`config.mk`:
```
export PLATFORM = sky130hd
export DESIGN_NAME = atm_transaction_ctrl
export DESIGN_NICKNAME = d
export VERILOG_FILES = /design/src/rtl/atm_pkg.sv /design/src/rtl/atm_timeout_counter.sv /design/src/rtl/atm_transaction_ctrl.sv
export SDC_FILE = /design/constraint.sdc
export NUM_CORES = 1
export LEC_CHECK = 0
export CAP_MARGIN = 10
export CELL_PAD_IN_SITES_DETAIL_PLACEMENT = 1
export CELL_PAD_IN_SITES_GLOBAL_PLACEMENT = 2
export CORE_UTILIZATION = 31
export DETAILED_ROUTE_END_ITERATION = 8
export PLACE_DENSITY_LB_ADDON = 0.1
export SLEW_MARGIN = 20
export SYNTH_ARGS = -nofsm -noshare
export SYNTH_HDL_FRONTEND = slang
export SYNTH_SLANG_ARGS = --single-unit
```
`constraint.sdc`:
```
create_clock -name clk -period 4.09 [get_ports clk]
set_clock_uncertainty 0.05 [all_clocks]
set_input_delay 1.227 -clock clk [delete_from_list [all_inputs] [get_ports clk]]
set_output_delay 1.227 -clock clk [all_outputs]
set_load 0.005 [all_outputs]
```
`src/rtl/atm_pkg.sv`:
```
// -----------------------------------------------------------------------------
// atm_pkg
// Shared definitions for the ATM transaction controller:
//   - state_t   : controller FSM state encoding
//   - OP_*      : user operation codes carried on op_code
//   - ERR_*     : error codes reported on err_code
// -----------------------------------------------------------------------------
package atm_pkg;

  typedef enum logic [2:0] {
    ST_IDLE   = 3'd0,
    ST_AUTH   = 3'd1,
    ST_MENU   = 3'd2,
    ST_EXEC   = 3'd3,
    ST_COMMIT = 3'd4,
    ST_LOCKED = 3'd5
  } state_t;

  localparam logic [1:0] OP_INQUIRY  = 2'b00;
  localparam logic [1:0] OP_WITHDRAW = 2'b01;
  localparam logic [1:0] OP_DEPOSIT  = 2'b10;
  localparam logic [1:0] OP_EXIT     = 2'b11;

  localparam logic [2:0] ERR_NONE         = 3'd0;
  localparam logic [2:0] ERR_INSUFFICIENT = 3'd1;
  localparam logic [2:0] ERR_OVERFLOW     = 3'd2;
  localparam logic [2:0] ERR_OVER_LIMIT   = 3'd3;
  localparam logic [2:0] ERR_TIMEOUT      = 3'd4;
  localparam logic [2:0] ERR_BAD_PSW      = 3'd5;

endpackage

```
`src/rtl/atm_timeout_counter.sv`:
```
// -----------------------------------------------------------------------------
// atm_timeout_counter
// Counts enabled cycles and raises expire during the limit-th consecutive
// enabled cycle, so the owner can act on the same clock edge.
// Ports:
//   clk, rst  : clock, asynchronous active-high reset
//   clear     : synchronous clear of the count (wins over enable)
//   enable    : count this cycle
//   expire    : combinational pulse, high in the limit-th enabled cycle
// -----------------------------------------------------------------------------
module atm_timeout_counter #(
  parameter int limit = 1000
) (
  input  logic clk,
  input  logic rst,
  input  logic clear,
  input  logic enable,
  output logic expire
);

  localparam int cnt_width = (limit > 1) ? $clog2(limit + 1) : 1;
  localparam logic [cnt_width-1:0] last_count = cnt_width'(limit - 1);

  logic [cnt_width-1:0] count;

  assign expire = enable && !clear && (count == last_count);

  // Idle-cycle count; wraps to zero on expiry so a stale count never lingers.
  always_ff @(posedge clk or posedge rst) begin
    if (rst) begin
      count <= '0;
    end else if (clear) begin
      count <= '0;
    end else if (enable) begin
      if (count == last_count) begin
        count <= '0;
      end else begin
        count <= count + cnt_width'(1'b1);
      end
    end else begin
      count <= count;
    end
  end

endmodule

```
`src/rtl/atm_transaction_ctrl.sv`:
```
// -----------------------------------------------------------------------------
// atm_transaction_ctrl
// Session controller for one card insertion: password check with attempt
// lockout, operation menu with idle timeout, balance arithmetic and a
// one-cycle commit strobe towards the card-handling block.
// Ports:
//   clk, rst         : clock, asynchronous active-high reset
//   card_in          : card present
//   wrong_psw        : registered password-check result (1 = wrong)
//   balance          : current account balance
//   op_valid/op_code : operation request (00 inquiry, 01 withdraw,
//                      10 deposit, 11 exit), accepted with op_ready
//   amount           : operation amount
//   op_ready         : high only while in MENU
//   op_done          : one-cycle commit strobe
//   updated_balance  : new balance, valid while op_done is high
//   balance_out      : displayed balance
//   err_code         : one-cycle error report (see atm_pkg ERR_*)
//   locked           : card locked for this insertion
// -----------------------------------------------------------------------------
module atm_transaction_ctrl
  import atm_pkg::*;
#(
  parameter int balance_width  = 20,
  parameter int max_attempts   = 3,
  parameter int timeout_cycles = 1000,
  parameter int withdraw_limit = 20000
) (
  input  logic                     clk,
  input  logic                     rst,
  input  logic                     card_in,
  input  logic                     wrong_psw,
  input  logic [balance_width-1:0] balance,
  input  logic                     op_valid,
  input  logic [1:0]               op_code,
  input  logic [balance_width-1:0] amount,
  output logic                     op_ready,
  output logic                     op_done,
  output logic [balance_width-1:0] updated_balance,
  output logic [balance_width-1:0] balance_out,
  output logic [2:0]               err_code,
  output logic                     locked
);

  localparam int att_width = (max_attempts > 1) ? $clog2(max_attempts + 1) : 1;
  localparam logic [att_width-1:0]     last_attempt = att_width'(max_attempts - 1);
  localparam logic [balance_width-1:0] limit_amount = balance_width'(withdraw_limit);

  state_t                   state;
  logic                     card_q;      // previous card_in, for insertion edge
  logic                     auth_phase;  // 0: latency cycle, 1: sample cycle
  logic [att_width-1:0]     attempts;
  logic [1:0]               op_reg;
  logic [balance_width-1:0] amt_reg;
  logic [balance_width-1:0] new_bal;

  logic                     accept;
  logic                     timer_clear;
  logic                     timer_enable;
  logic                     timer_expire;
  logic [balance_width:0]   deposit_sum;

  assign accept       = (state == ST_MENU) && op_valid && op_ready;
  assign timer_enable = (state == ST_MENU) && !accept;
  assign timer_clear  = (state != ST_MENU) || accept;
  // One extra bit so a deposit that wraps is seen as a carry, not a small sum.
  assign deposit_sum  = {1'b0, balance} + {1'b0, amt_reg};

  atm_timeout_counter #(
    .limit (timeout_cycles)
  ) u_timeout (
    .clk    (clk),
    .rst    (rst),
    .clear  (timer_clear),
    .enable (timer_enable),
    .expire (timer_expire)
  );

  // Session FSM with all outputs registered alongside the state transition.
  always_ff @(posedge clk or posedge rst) begin
    if (rst) begin
      state           <= ST_IDLE;
      // Treat the card as already present so a card left in across reset
      // must be removed and reinserted before authentication starts.
      card_q          <= 1'b1;
      auth_phase      <= 1'b0;
      attempts        <= '0;
      op_reg          <= 2'b00;
      amt_reg         <= '0;
      new_bal         <= '0;
      op_ready        <= 1'b0;
      op_done         <= 1'b0;
      updated_balance <= '0;
      balance_out     <= '0;
      err_code        <= ERR_NONE;
      locked          <= 1'b0;
    end else begin
      card_q   <= card_in;
      op_ready <= 1'b0;
      op_done  <= 1'b0;
      err_code <= ERR_NONE;
      locked   <= 1'b0;

      case (state)
        ST_IDLE: begin
          attempts   <= '0;
          auth_phase <= 1'b0;
          if (card_in && !card_q) begin
            state <= ST_AUTH;
          end else begin
            state <= ST_IDLE;
          end
        end

        ST_AUTH: begin
          if (!card_in) begin
            state <= ST_IDLE;
          end else if (!auth_phase) begin
            auth_phase <= 1'b1;
          end else begin
            auth_phase <= 1'b0;
            if (!wrong_psw) begin
              attempts <= '0;
              state    <= ST_MENU;
              op_ready <= 1'b1;
            end else begin
              err_code <= ERR_BAD_PSW;
              attempts <= attempts + att_width'(1'b1);
              if (attempts == last_attempt) begin
                state  <= ST_LOCKED;
                locked <= 1'b1;
              end else begin
                state <= ST_AUTH;
              end
            end
          end
        end

        ST_LOCKED: begin
          if (!card_in) begin
            state    <= ST_IDLE;
            attempts <= '0;
          end else begin
            locked <= 1'b1;
          end
        end

        ST_MENU: begin
          if (!card_in) begin
            state <= ST_IDLE;
          end else if (accept) begin
            op_reg  <= op_code;
            amt_reg <= amount;
            state   <= ST_EXEC;
          end else if (timer_expire) begin
            state    <= ST_IDLE;
            err_code <= ERR_TIMEOUT;
          end else begin
            op_ready <= 1'b1;
          end
        end

        ST_EXEC: begin
          if (!card_in) begin
            state <= ST_IDLE;
          end else begin
            case (op_reg)
              OP_INQUIRY: begin
                balance_out <= balance;
                state       <= ST_MENU;
                op_ready    <= 1'b1;
              end
              OP_WITHDRAW: begin
                // Limit check outranks the balance check.
                if (amt_reg > limit_amount) begin
                  err_code <= ERR_OVER_LIMIT;
                  state    <= ST_MENU;
                  op_ready <= 1'b1;
                end else if (amt_reg > balance) begin
                  err_code <= ERR_INSUFFICIENT;
                  state    <= ST_MENU;
                  op_ready <= 1'b1;
                end else begin
                  new_bal <= balance - amt_reg;
                  state   <= ST_COMMIT;
                end
              end
              OP_DEPOSIT: begin
                if (deposit_sum[balance_width]) begin
                  err_code <= ERR_OVERFLOW;
                  state    <= ST_MENU;
                  op_ready <= 1'b1;
                end else begin
                  new_bal <= deposit_sum[balance_width-1:0];
                  state   <= ST_COMMIT;
                end
              end
              OP_EXIT: begin
                state <= ST_IDLE;
              end
              default: begin
                state <= ST_IDLE;
              end
            endcase
          end
        end

        // The strobe is launched on leaving COMMIT, so pulling the card while
        // in COMMIT still cancels it.
        ST_COMMIT: begin
          if (!card_in) begin
            state <= ST_IDLE;
          end else begin
            op_done         <= 1'b1;
            updated_balance <= new_bal;
            balance_out     <= new_bal;
            state           <= ST_MENU;
            op_ready        <= 1'b1;
          end
        end

        default: begin
          state <= ST_IDLE;
        end
      endcase
    end
  end

endmodule

```
==> run metrics, run 1 <==
CP Cell Sequence clkdlybuf4s50_1 -> ha_1 -> nand2b_1 -> a221o_1 -> a211oi_4 -> a211oi_2 -> nor2_1 -> o221a_2 -> a2111oi_4 -> buf_4 -> buf_4 -> mux2_1; HP Class register to register; commonest non-fill, non-tap cells in the layout 104 x dfrtp_1, 98 x buf_4, 87 x clkdlybuf4s50_1; Port Buffers 92; CTS Sinks 105; mapped cell area 6450 um2; crit path buf inv count 3; CP max FO 4; vias 5632; top_reg_cell synth dfrtp_1; CP dominant cell by count buf_4; post-route insts no fill 1129; Std-Cell Rows 52; Mapped Avg Cell Area 9.41 um2; TritonCTS Buffers 9; # Max-Cap Violations 0; DP Wirelength 16100 um; EDFF count, synth 0; largest net degree at the start of global routing 47; Slowest-stage cell, CP clkdlybuf4s50_1; Critical Path AT 4150 ps; Worst path max stage delay 430 ps; die area 21400 um2; initial antenna violation count 0; Final Hold Viols 0; Tot Pwr 0.00343 W; Yosys warnings 0; Clock transition at path regs 80 ps; placed inst area 8300 um2; Clk Latency, worst-skew pair 360 ps; worst-margin pin slew 857 ps; Inst Count DP 1107; ratio of cells with drive above 1 in the final layout 0.215; drt drc 0; GPL Wtd Cong 0.829; leakage power total 3.95 nW; global-route wire length before repair 34200 um; number of I/O pins 93; Synth Register Bits 105; post-route ant nets 0; core area 20300 um2; Starting Density 0.318; width of the die 146 um; diode count 0; Crit. End Element register; 1st-iter DRT viols 194; CTS Root Cell clkbuf_16; Final setup viols 0; total track usage 0.203; crit-path leading delay family compound AO/OA/AOI/OAI gates; Longest Clk Path Bufs 2; Detailed Routing Iterations Pass 1 5; area added between synthesis and finish 35.9%; count of cell types in the netlist 59; ys async rst share 1.00; Slew HR 0.428; sequential share of the synthesized area 0.408; max-slew violations 0; Min Clock Period, post-route 3950 ps; hold slack 439 ps; Fmax achieved 253 MHz; Final #Nets 949; number of global-route vias before repair 6082; Peak VDD IR 0.000249 V; CP Launch Type input port; Wirelength per Cell 18.3 um; Max H-tree Level 3; design area 8760 um2; Pwr Density 391 nW/um2; CTS tree built; share of the core filled with cells 0.432; fin crit share 0.967; most common cell after layout, fill and taps aside dfrtp_1; Hold-fix buffers, CTS 0; Gate Count Post-Synth 685; WL final 20700 um; vias per inst 4.99; status complete, no violations; total congestion overflow 0; CP Data Required Time 4290 ps; Chip Height 146 um; critical path class input port to register; syn nets 780
[per-layer routing]
layer,GRT usage,part of all wire,vias to the layer above
met5,0,0,-
met4,0.0448,0.011,0
met3,0.0288,0.025,14
met2,0.335,0.47,83
met1,0.282,0.50,2795
li1,-,-,2740
[final timing paths]
| kind | endpoint | slack [ps] | from | cells after the start |
|---|---|---|---|---|
| worst max-delay path | new_bal[19] | 140 | balance[2] | 12 |
| worst min-delay path | balance_out[13] | 440 | balance_out[13] | 2 |
| worst max register to register | new_bal[15] | 690 | amt_reg[1] | 10 |
| worst min register to register | balance_out[13] | 440 | balance_out[13] | 2 |
| max in group asynchronous | balance_out[5] | 2050 | rst | 3 |
| min in group asynchronous | u_timeout.count[6] | 1230 | rst | 2 |
[repair_timing]
action / 4_1_cts / 5_1_grt
gates cloned: 1 / 0
gates resized for setup: 11 / 18
pin swaps: 7 / 9
setup endpoints to repair: 19 / 20
buffers inserted: 3 / 2
[report_power, final]
part	leakage, nW	switching (W)	total, W	internal [W]
Combinational	2.46	0.000712	0.00131	0.000602
Sequential	1.35	0.0000983	0.00122	0.00112
Clock	0.143	0.000461	0.000895	0.000434
Total	3.95	0.00127	0.00343	0.00216
[final cells by class]
type                       count  area (um2)
timing repair buffer         193        1700
multi-input combinational    493        3600
tap                          270         338
fill                        2370       11500
clock inverter                 7        68.8
sequential                   105        2630
clock buffer                   9         225
inverter                      52         198
[stage by stage]
step | setup slack (ps) | TNS, ps
floorplan | 54.1 | 0
global placement | -448 | -8640
detailed placement | -553 | -10680
CTS | 6.74 | 0
global route | -6.26 | -6.26
finish | 137 | 0
[logic make-up (layout without fill, tap and decap cells)]
group	after synthesis	count (layout)	share of synthesized area
muxes	61	61	0.102
AOI/OAI and AO/OA	187	187	0.182
DFF	105	105	0.408
xor gates and xnor gates	25	25	0.0340
and+or+nand+nor	172	172	0.125
adders and majority gates	48	48	0.0955
buffers and inverters	87	261	0.0534
[worst register-to-register path, stage by stage, from the launching register on]
cell,delay [ps]
dfrtp_1,490
or4_1,560
o21ai_1,150
a41oi_1,340
nor3_4,420
o311a_4,280
a211oi_4,50
a2111oi_4,300
buf_4,180
buf_6,130
mux2_2,340
[synth_stat cells, types with 15 or more instances]
library cell | count | area [um2]
dfrtp_1 | 104 | 2600
o21ai_0 | 73 | 365
nand2_1 | 57 | 214
inv_1 | 52 | 195
nor2_1 | 48 | 180
ha_1 | 46 | 576
a21oi_1 | 39 | 195
mux2_2 | 39 | 439
clkbuf_1 | 28 | 105
mux2i_1 | 21 | 210
xnor2_1 | 17 | 149
nor3_1 | 15 | 75.1
(Power assumes the default switching activity.)
==> run 2, diff against run 1 <==
Settings changed: CTS_CLUSTER_DIAMETER from default to 40.
==> results of run 2 <==
No change in the layout: final DEF, timing and power equal those of run 1.
